`config.mk`:
```
export PLATFORM = sky130hd
export DESIGN_NAME = sim_sram_arb_flat
export DESIGN_NICKNAME = d
export VERILOG_FILES = /design/src/rtl/sim_sram_arb_if.sv /design/src/rtl/sim_sram_arb.sv /design/src/flat_wrapper.sv
export SDC_FILE = /design/constraint.sdc
export NUM_CORES = 1
export LEC_CHECK = 0
export ABC_AREA = 1
export CAP_MARGIN = 20
export CELL_PAD_IN_SITES_DETAIL_PLACEMENT = 0
export CELL_PAD_IN_SITES_GLOBAL_PLACEMENT = 1
export CORE_AREA = 3 3 113 115
export CTS_BUF_LIST = sky130_fd_sc_hd__clkbuf_16
export DETAILED_ROUTE_END_ITERATION = 10
export DIE_AREA = 0 0 116 118
export DONT_BUFFER_PORTS = 1
export GPL_TIMING_DRIVEN = 0
export PLACE_DENSITY = 0.62
export SLEW_MARGIN = 10
export SYNTH_ARGS = -nofsm -noshare
export SYNTH_HDL_FRONTEND = slang
export SYNTH_SLANG_ARGS = --single-unit
```
`constraint.sdc`:
```
create_clock -name clk_i -period 2.89 [get_ports clk_i]
set_input_delay 0.4335 -clock clk_i [delete_from_list [all_inputs] [get_ports clk_i]]
set_output_delay 0.4335 -clock clk_i [all_outputs]
set_load 0.005 [all_outputs]
```
`src/rtl/sim_sram_arb_if.sv`:
```
// ----------------------------------------------------------------------------
// sim_sram_arb_if
//
// Requester-side bus of the SRAM arbiter. All requester lanes are packed
// side by side; requester k owns slice k of every packed vector.
//
//   req_i    [NumReq]          access request, held until granted
//   we_i     [NumReq]          write enable per requester
//   addr_i   [NumReq*SramAw]   word address per requester
//   wdata_i  [NumReq*Width]    write data per requester
//   wmask_i  [NumReq*Width]    bit write mask per requester
//   gnt_o    [NumReq]          one-hot grant, access accepted this cycle
//   rvalid_o [NumReq]          one-hot read-data-valid
//   rdata_o  [Width]           shared read data, meaningful with rvalid_o
//
// Modports:
//   master - the requesters (drive requests, observe grants and read data)
//   slave  - the arbiter
// ----------------------------------------------------------------------------
interface sim_sram_arb_if #(
    parameter int unsigned NumReq = 2,
    parameter int unsigned SramAw = 3,
    parameter int unsigned Width  = 32
) ();

    logic [NumReq-1:0]        req_i;
    logic [NumReq-1:0]        we_i;
    logic [NumReq*SramAw-1:0] addr_i;
    logic [NumReq*Width-1:0]  wdata_i;
    logic [NumReq*Width-1:0]  wmask_i;
    logic [NumReq-1:0]        gnt_o;
    logic [NumReq-1:0]        rvalid_o;
    logic [Width-1:0]         rdata_o;

    modport master (
        output req_i, we_i, addr_i, wdata_i, wmask_i,
        input  gnt_o, rvalid_o, rdata_o
    );

    modport slave (
        input  req_i, we_i, addr_i, wdata_i, wmask_i,
        output gnt_o, rvalid_o, rdata_o
    );

endinterface

```
`src/rtl/sim_sram_arb.sv`:
```
// ----------------------------------------------------------------------------
// sim_sram_arb
//
// Round-robin arbiter placing NumReq requesters onto a single SRAM port.
// The winner is the first requesting port found searching upward from a
// rotating pointer; the pointer moves past the winner only when the SRAM
// actually accepts the access. Reads return one cycle after the grant and
// are steered back to their owner. A saturating counter records how many
// cycles saw two or more simultaneous requests.
//
// Ports:
//   clk_i           sole clock, rising edge
//   rst_i           asynchronous, active-high reset
//   bus             requester bus (sim_sram_arb_if.slave)
//   sram_req_o      SRAM request (OR of all requests)
//   sram_we_o       SRAM write enable of the winner
//   sram_addr_o     SRAM word address of the winner
//   sram_wdata_o    SRAM write data of the winner
//   sram_wmask_o    SRAM bit write mask of the winner
//   sram_gnt_i      SRAM accepts the request this cycle
//   sram_rdata_i    SRAM read data, valid one cycle after an accepted read
//   conflict_cnt_o  saturating count of contention cycles
//   cnt_clr_i       synchronous clear of conflict_cnt_o
//
// Parameters: NumReq in 2..4, SramAw address width, Width a multiple of 8.
// The interface instance must carry the same parameter values.
// ----------------------------------------------------------------------------
module sim_sram_arb #(
    parameter int unsigned NumReq = 2,
    parameter int unsigned SramAw = 3,
    parameter int unsigned Width  = 32
) (
    input  logic              clk_i,
    input  logic              rst_i,
    sim_sram_arb_if.slave     bus,
    output logic              sram_req_o,
    output logic              sram_we_o,
    output logic [SramAw-1:0] sram_addr_o,
    output logic [Width-1:0]  sram_wdata_o,
    output logic [Width-1:0]  sram_wmask_o,
    input  logic              sram_gnt_i,
    input  logic [Width-1:0]  sram_rdata_i,
    output logic [15:0]       conflict_cnt_o,
    input  logic              cnt_clr_i
);

    localparam int unsigned PtrW = (NumReq > 1) ? $clog2(NumReq) : 1;
    localparam logic [PtrW-1:0] LastIdx = PtrW'(NumReq - 1);

    logic [PtrW-1:0]   ptr_q;
    logic [PtrW-1:0]   win_idx;
    logic              win_valid;
    logic              any_req;
    logic              grant;
    logic              contention;
    logic [NumReq-1:0] rvalid_q;
    logic [15:0]       cnt_q;

    // ------------------------------------------------------------------------
    // Winner search: rotate the search start to ptr_q and take the first
    // requester found, wrapping at NumReq.
    // ------------------------------------------------------------------------
    always_comb begin
        int unsigned cand;
        // NOTE: every variable written here gets a default before any
        // conditional assignment, so no path leaves it holding a stale value
        // (which would infer a latch).
        cand      = 0;
        win_valid = 1'b0;
        win_idx   = '0;
        for (int unsigned i = 0; i < NumReq; i++) begin
            cand = 32'(ptr_q) + i;
            if (cand >= NumReq) begin
                cand = cand - NumReq;
            end
            if (!win_valid && bus.req_i[cand[PtrW-1:0]]) begin
                win_valid = 1'b1;
                win_idx   = cand[PtrW-1:0];
            end
        end
    end

    // Reset masks the request so nothing is granted or issued while held.
    assign any_req    = !rst_i && (|bus.req_i);
    assign grant      = any_req && sram_gnt_i;
    assign contention = $countones(bus.req_i) > 1;
    assign sram_req_o = any_req;

    // ------------------------------------------------------------------------
    // Steer the winner's lane onto the SRAM port and raise its grant bit.
    // With no request everything reads as zero.
    // ------------------------------------------------------------------------
    always_comb begin
        sram_we_o    = 1'b0;
        sram_addr_o  = '0;
        sram_wdata_o = '0;
        sram_wmask_o = '0;
        bus.gnt_o    = '0;
        for (int unsigned j = 0; j < NumReq; j++) begin
            if (win_valid && (win_idx == PtrW'(j))) begin
                sram_we_o    = bus.we_i[j];
                sram_addr_o  = bus.addr_i[j*SramAw +: SramAw];
                sram_wdata_o = bus.wdata_i[j*Width +: Width];
                sram_wmask_o = bus.wmask_i[j*Width +: Width];
                bus.gnt_o[j] = grant;
            end
        end
    end

    // ------------------------------------------------------------------------
    // State: rotating pointer, pending read owner (kept one-hot so rvalid_o
    // comes straight from a flop), and the contention counter.
    // ------------------------------------------------------------------------
    // NOTE: state is updated with non-blocking assignments so every flop
    // samples the values from before this edge, independent of statement
    // order.
    always_ff @(posedge clk_i or posedge rst_i) begin
        if (rst_i) begin
            ptr_q    <= '0;
            rvalid_q <= '0;
            cnt_q    <= '0;
        end else begin
            if (grant) begin
                ptr_q <= (win_idx == LastIdx) ? '0 : win_idx + 1'b1;
            end

            // Only an accepted read creates a return; writes and idle
            // cycles clear any previous one, giving a fixed 1-cycle latency.
            for (int unsigned j = 0; j < NumReq; j++) begin
                rvalid_q[j] <= grant && !sram_we_o && (win_idx == PtrW'(j));
            end

            // Clear wins over a same-cycle increment.
            if (cnt_clr_i) begin
                cnt_q <= '0;
            end else if (contention && (cnt_q != 16'hFFFF)) begin
                cnt_q <= cnt_q + 16'd1;
            end
        end
    end

    assign bus.rvalid_o   = rvalid_q;
    assign bus.rdata_o    = (|rvalid_q) ? sram_rdata_i : '0;
    assign conflict_cnt_o = cnt_q;

endmodule

```
`src/flat_wrapper.sv`:
```
// flat-port wrapper written by rule: the top's interface ports become plain ports
module sim_sram_arb_flat 
#(
    parameter int unsigned NumReq = 2,
    parameter int unsigned SramAw = 3,
    parameter int unsigned Width  = 32
)
  (clk_i, rst_i, sram_req_o, sram_we_o, sram_addr_o, sram_wdata_o, sram_wmask_o, sram_gnt_i, sram_rdata_i, conflict_cnt_o, cnt_clr_i, bus_req_i, bus_we_i, bus_addr_i, bus_wdata_i, bus_wmask_i, bus_gnt_o, bus_rvalid_o, bus_rdata_o);
  sim_sram_arb_if #(.NumReq(NumReq), .SramAw(SramAw), .Width(Width)) bus_i ();
  input  logic clk_i;
  input  logic rst_i;
  output logic sram_req_o;
  output logic sram_we_o;
  output logic [SramAw-1:0] sram_addr_o;
  output logic [Width-1:0] sram_wdata_o;
  output logic [Width-1:0] sram_wmask_o;
  input  logic sram_gnt_i;
  input  logic [Width-1:0] sram_rdata_i;
  output logic [15:0] conflict_cnt_o;
  input  logic cnt_clr_i;
  input wire logic [$bits(bus_i.req_i)-1:0] bus_req_i;
  input wire logic [$bits(bus_i.we_i)-1:0] bus_we_i;
  input wire logic [$bits(bus_i.addr_i)-1:0] bus_addr_i;
  input wire logic [$bits(bus_i.wdata_i)-1:0] bus_wdata_i;
  input wire logic [$bits(bus_i.wmask_i)-1:0] bus_wmask_i;
  output wire logic [$bits(bus_i.gnt_o)-1:0] bus_gnt_o;
  output wire logic [$bits(bus_i.rvalid_o)-1:0] bus_rvalid_o;
  output wire logic [$bits(bus_i.rdata_o)-1:0] bus_rdata_o;
  assign bus_i.req_i = bus_req_i;
  assign bus_i.we_i = bus_we_i;
  assign bus_i.addr_i = bus_addr_i;
  assign bus_i.wdata_i = bus_wdata_i;
  assign bus_i.wmask_i = bus_wmask_i;
  assign bus_gnt_o = bus_i.gnt_o;
  assign bus_rvalid_o = bus_i.rvalid_o;
  assign bus_rdata_o = bus_i.rdata_o;
  sim_sram_arb #(.NumReq(NumReq), .SramAw(SramAw), .Width(Width)) u_core (.clk_i(clk_i), .rst_i(rst_i), .bus(bus_i), .sram_req_o(sram_req_o), .sram_we_o(sram_we_o), .sram_addr_o(sram_addr_o), .sram_wdata_o(sram_wdata_o), .sram_wmask_o(sram_wmask_o), .sram_gnt_i(sram_gnt_i), .sram_rdata_i(sram_rdata_i), .conflict_cnt_o(conflict_cnt_o), .cnt_clr_i(cnt_clr_i));
endmodule
```
==> out/results.tsv, run 1 <==
metric	value	unit
outcome	complete, no violations	
Worst Tran Pin Value	0.746	ns
Die X	116	um
R2R depth	9	
cell count after synthesis	459	
Final Cycle Share	82.0	%
register area share after synthesis	20.0	%
Post-Syn Nets	634	
Setup Skew	0.00116	ns
Initial Util	19.9	%
DRT Wirelength	10.1	mm
Root Driver	clkbuf_16	
EDFF count, synth	0	
arrival time at the worst endpoint	1.94	ns
fill cell count	1366	
initial antenna violation count	0	
DR DRC count	0	
pwr dens	332	nW/um^2
Leak	1.48	nW
Max H-tree Level	1	
core area	11900	um^2
Distinct cells, synth	24	
Final Cell Area	2640	um^2
Synth Cell Area	2370	um^2
area growth from synthesis to layout	11.1	%
Placement Cell Area	2560	um^2
via-per-instance ratio	4.79	
fin. max-slew vios	0	
CTS clk-pin slew, worst paths	0.06	ns
share of cells above drive strength 1	4.10	%
Post-synth top cells	nand2_1 (197), nand3_1 (76), nor2_1 (57)	
Vias	2924	
Routed Antenna Nets	0	
CP endpoint kind	primary output	
Detail Placement HPWL	8.68	mm
final-report hold violation count	0	
top post-synthesis cells by area	nand2_1 (31%), dfrtp_1 (20%), nand3_1 (16%), nor2_1 (9.0%), inv_1 (7.0%)	
largest net degree at the start of global routing	20	
first-pass GRT wire length	14.6	mm
Worst EP required	2.46	ns
FF-to-FF Start	u_core.conflict_cnt_o[0]	
CTS tree	done	
hold_buf cts	0	
RSZ-0062 raised after global routing	no	
Crit Path Class	reg2out	
most common cell in the netlist	nand2_1	
Setup Viol. Count Final	0	
remaining global-route overflow	0	
setup_tns	0	ns
Synth Warn #	0	
Worst-Skew Late Latency	0.25	ns
Yosys top cell area share	31.1	%
Avg Cell Area, Syn	5.17	um^2
Max Cap Violations	0	
DRT iter0 DRCs	153	
vias in the first global route	2627	
Worst IR Drop VDD	230	uV
fin util	22.1	%
worst hold slack	0.201	ns
Critical Path Fanout Max	10	
Slew Limit Headroom	50.2	%
ANT cells	0	
GPL Wtd Cong	0.880	
critical path startpoint category	register	
IO Pins	295	
TritonCTS buffer count	3	
area leader, netlist	nand2_1	
post-CTS resize count	0	
Total Nets Final	639	
Die H	118	um
GRT Total Usage	13.3	%
dominant synthesized flop cell	dfrtp_1	
clock sinks	19	
die area	13700	um^2
Max Root-Sink Buffers	2	
number of setup buffers added after CTS	0	
Port Buffers	0	
Fmax	422	MHz
drt first pass iters	7	
FF+latch count, synth	19	
Total Power	0.876	mW
WL/cell	16.6	um
FP Rows	40	
post-layout minimum cycle time	2.37	ns
Hold Crit Class	in2async	
Post-synth ARST share	100	%
crit path from	u_core.ptr_q	
-- worst max-delay path, cell delays in order, from the launching register on --
cell      delay, ns
dfrtp_1        0.39
o21ai_2        0.46
inv_2          0.19
clkbuf_1       0.33
nand2_1        0.20
nand2_1        0.10
-- cell type report --
class	instances	area, um^2	share of cell area [%]
Clock inverter	1	3.75	0.142
Buffer	27	114	4.32
Tap cell	147	184	6.97
Sequential cell	19	475	18.0
Clock buffer	3	75.1	2.85
Multi-Input combinational cell	366	1610	61.0
Inverter	47	176	6.69
-- cell usage in the layout (no fill, tap or decap), types with 2 or more instances in the layout --
cell / count
nand4_1: 13
clkbuf_1: 20
clkbuf_16: 3
nor2_4: 2
buf_2: 4
o21ai_1: 3
xor2_1: 6
dfrtp_1: 19
inv_2: 3
nor2_1: 57
buf_1: 2
nand3_1: 76
o21bai_1: 3
inv_1: 45
nand2_1: 197
-- kinds of logic after synthesis --
group	share of synthesized area [%]
AO/OA/AOI/OAI	2.42
buffers and inverters	12.2
XOR/XNOR	2.21
AND/OR/NAND/NOR	62.6
adder cells (fa/ha/maj)	0.527
flip-flops	20.0
-- worst paths after layout --
check / slack (ns) / end
setup / recovery: 0.52 / sram_wmask_o[31]
hold / removal: 0.20 / u_core.conflict_cnt_o[3]
setup reg to reg: 1.09 / u_core.conflict_cnt_o[10]
hold reg to reg: 0.52 / u_core.ptr_q
max in group asynchronous: 2.22 / u_core.conflict_cnt_o[11]
min in group clk_i: 0.33 / u_core.conflict_cnt_o[7]
-- power breakdown --
part	total, mW	leakage (nW)	internal [mW]	switching (mW)
sequential	0.277	0.262	0.271	0.00558
combinational	0.313	1.18	0.0835	0.229
clock	0.286	0.0423	0.184	0.102
total	0.876	1.48	0.539	0.337
-- metrics by stage --
step / worst slack [ns] / instances
floorplan: 1.18 / 459
global placement: 0.588 / 606
global route: 0.315 / 610
finish: 0.520 / 610
detailed placement: 0.569 / 606
CTS: 0.348 / 610
-- layer usage --
metal / part of all wire, % / track usage [%]
met1: 42 / 17.5
met2: 50 / 23.6
met3: 6.5 / 1.65
met4: 0.84 / 1.81
met5: 0 / 0
-- sequential cells by signal (all words and copies together), names as in the netlist --
register,flops
u_core.bus.rvalid_o,2
u_core.conflict_cnt_o,16
u_core.ptr_q,1
Power figures use the tool's default switching activity.
==> run 2: changes to the inputs <==
ABC_AREA = 0   (was 1)
CORE_AREA = 3 3 112 114   (was 3 3 113 115)
DIE_AREA = 0 0 115 117   (was 0 0 116 118)
PLACE_DENSITY = 0.53   (was 0.62)
clock period = 2.29 ns   (was 2.89 ns; I/O delays follow)
==> run 2 against run 1 <==
Die area is 1.7% lower. Final area is 16% lower. First-iteration DRC count is 31% lower. Non-clock buffer count is 7 lower. Clock skew is 0.0070 ns higher. Synthesized cell count is 49% lower. Area after synthesis is 19% lower. Core utilization is 2.8 points lower. Critical endpoint is now sram_wmask_o[30]. Sequential power is 27% higher.
==> out/results.tsv, run 2 <==
metric	value	unit
outcome	complete, no violations	
Final Cell Area	2230	um^2
r2r setup slk	0.18	ns
Vias	2092	
Post-synth ARST share	100	%
number of setup buffers added after CTS	0	
Synth Cell Area	1930	um^2
EDFF count, synth	0	
CP Buf/Inv Count	2	
Top delay family on crit path	compound AO/OA/AOI/OAI gates	
Synth Area in Simple Gates	27.9	%
pwr dens	523	nW/um^2
largest family of logic cells by synthesized area	compound AO/OA/AOI/OAI gates	
critical path startpoint category	register	
Yosys top cell area share	30.8	%
Die H	117	um
Distinct cells, synth	34	
dominant synthesized flop cell	dfrtp_1	
reg-to-reg endpoint	u_core.conflict_cnt_o[10]	
area growth from synthesis to layout	15.4	%
DR DRC count	0	
Detail Placement HPWL	10.6	mm
Critical Path Fanout Max	10	
Leak	0.862	nW
WL/cell	30.9	um
area leader, netlist	a22o_1	
Crit path largest cell delay	0.41	ns
Root Driver	clkbuf_16	
die area	13500	um^2
drt first pass iters	4	
max reg flops	16	
Max Root-Sink Buffers	2	
proportion of synthesized area in mux cells	3.89	%
DRT Wirelength	11.8	mm
ANT cells	0	
DRT iter0 DRCs	105	
RSZ-0062 raised after global routing	yes	
FF-to-FF Start	u_core.conflict_cnt_o[0]	
share of cells above drive strength 1	8.82	%
Routed Antenna Nets	0	
Worst-Skew Late Latency	0.25	ns
GRT Total Usage	15.5	%
Placement Cell Area	2110	um^2
GPL Wtd Cong	0.824	
final-report hold violation count	0	
Total Nets Final	414	
Slew Limit Headroom	49.4	%
most common cell in the netlist	a22o_1	
Avg Cell Area, Syn	8.25	um^2
Setup Skew	0.00817	ns
clock sinks	19	
via-per-instance ratio	5.49	
fin. max-slew vios	0	
Worst IR Drop VDD	169	uV
xor/xnor share of the synthesized area	0	%
Port Buffers	0	
cell count after synthesis	234	
vias in the first global route	1927	
worst path cell trace	a21oi_4 -> clkbuf_2 -> buf_2 -> a22o_1	
Worst EP required	1.95	ns
most frequent cells in the layout	a22o_1 (68), nor2b_1 (35), dfrtp_1 (19)	
Worst Tran Pin Value	0.759	ns
Hold Crit Class	in2async	
post-layout minimum cycle time	2.17	ns
CP endpoint kind	primary output	
initial antenna violation count	0	
Max H-tree Level	1	
Initial Util	16.8	%
largest net degree at the start of global routing	20	
worst hold slack	0.108	ns
Post-synth top cells	a22o_1 (68), nor2b_1 (35), clkbuf_1 (19), dfrtp_1 (19), nor2_1 (14)	
Synth Warn #	0	
hold_buf cts	0	
CTS clk-pin slew, worst paths	0.06	ns
complex-gate fraction of the synthesized area	37.9	%
remaining global-route overflow	0	
TritonCTS buffer count	3	
Setup Viol. Count Final	0	
top post-synthesis cells by area	a22o_1 (31%), dfrtp_1 (25%), nor2b_1 (11%), clkbuf_1 (3.7%), nor2_1 (2.7%)	
Final Cycle Share	94.9	%
first-pass GRT wire length	14.4	mm
synthesized-area fraction occupied by adder cells	0.648	%
R2R depth	5	
arrival time at the worst endpoint	1.83	ns
FF+latch count, synth	19	
FP Rows	39	
Max Cap Violations	0	
Fmax	460	MHz
Critical-path top delay cell	dfrtp_1	
commonest non-fill, non-tap cell in the layout	a22o_1	
core area	11500	um^2
IO Pins	295	
Crit Path Class	reg2out	
CTS tree	done	
register area share after synthesis	24.6	%
Die X	115	um
Post-Syn Nets	409	
-- run 2: kinds of logic after synthesis --
family                   count (synthesis)
AND/OR/NAND/NOR                         91
AO/OA/AOI/OAI                           90
buffers and inverters                   26
flip-flops                              19
multiplexers                             7
adder cells (fa/ha/maj)                  1
-- run 2: report_power, final --
part	internal [mW]	switching (mW)
Combinational	0.152	0.296
Clock	0.234	0.131
Sequential	0.343	0.00872
Total	0.730	0.436
-- run 2: worst max path at each step --
stage | from | slack (ns) | depth (start not counted) | end
finish | u_core.ptr_q | 0.12 | 4 | sram_wmask_o[30]
global placement | u_core.ptr_q | -0.23 | 4 | sram_wmask_o[28]
detailed placement | u_core.ptr_q | -0.26 | 4 | sram_wmask_o[26]
CTS | u_core.ptr_q | 0.0003 | 4 | sram_wmask_o[31]
global route | u_core.ptr_q | -0.01 | 4 | sram_wdata_o[7]
floorplan | u_core.conflict_cnt_o[4] | 0.50 | 4 | u_core.conflict_cnt_o[11]
-- run 2: area by class of cell --
type,instances,area [um^2]
buffer,20,82.6
clock buffer,3,75.1
clock inverter,1,5.00
fill,1303,9290
inverter,6,22.5
multi-input combinational,189,1390
sequential,19,475
tap,143,179
-- run 2: metal layers --
metal  track usage [%]  vias up  part of all wire (%)
met5                 0        -                     0
met1              15.8     1027                    33
met2              31.7      137                    59
li1                  -      918                     -
met3              1.70       10                   5.3
met4              6.10        0                   3.3
-- run 2: timing repair --
| action | 4_1_cts | 5_1_grt |
|---|---|---|
| endpoints found under the setup margin | 69 | 28 |
| pin swaps | 0 | 0 |
| gates resized for setup | 6 | 9 |
| hold endpoints to repair | 0 | 0 |
| gates cloned | 0 | 0 |
-- run 2: per-stage QoR --
step                setup WS [ns]  utilization [%]  cells  setup TNS, ns  total power [mW]
floorplan                   0.499                -    234              0             0.645
global placement           -0.225             18.3    377          -2.22             0.813
detailed placement         -0.264             18.3    377          -2.89             0.820
CTS                      0.000282             19.2    381              0              1.20
global route              -0.0103             19.4    381        -0.0186              1.22
finish                      0.117             19.4    381              0              1.17
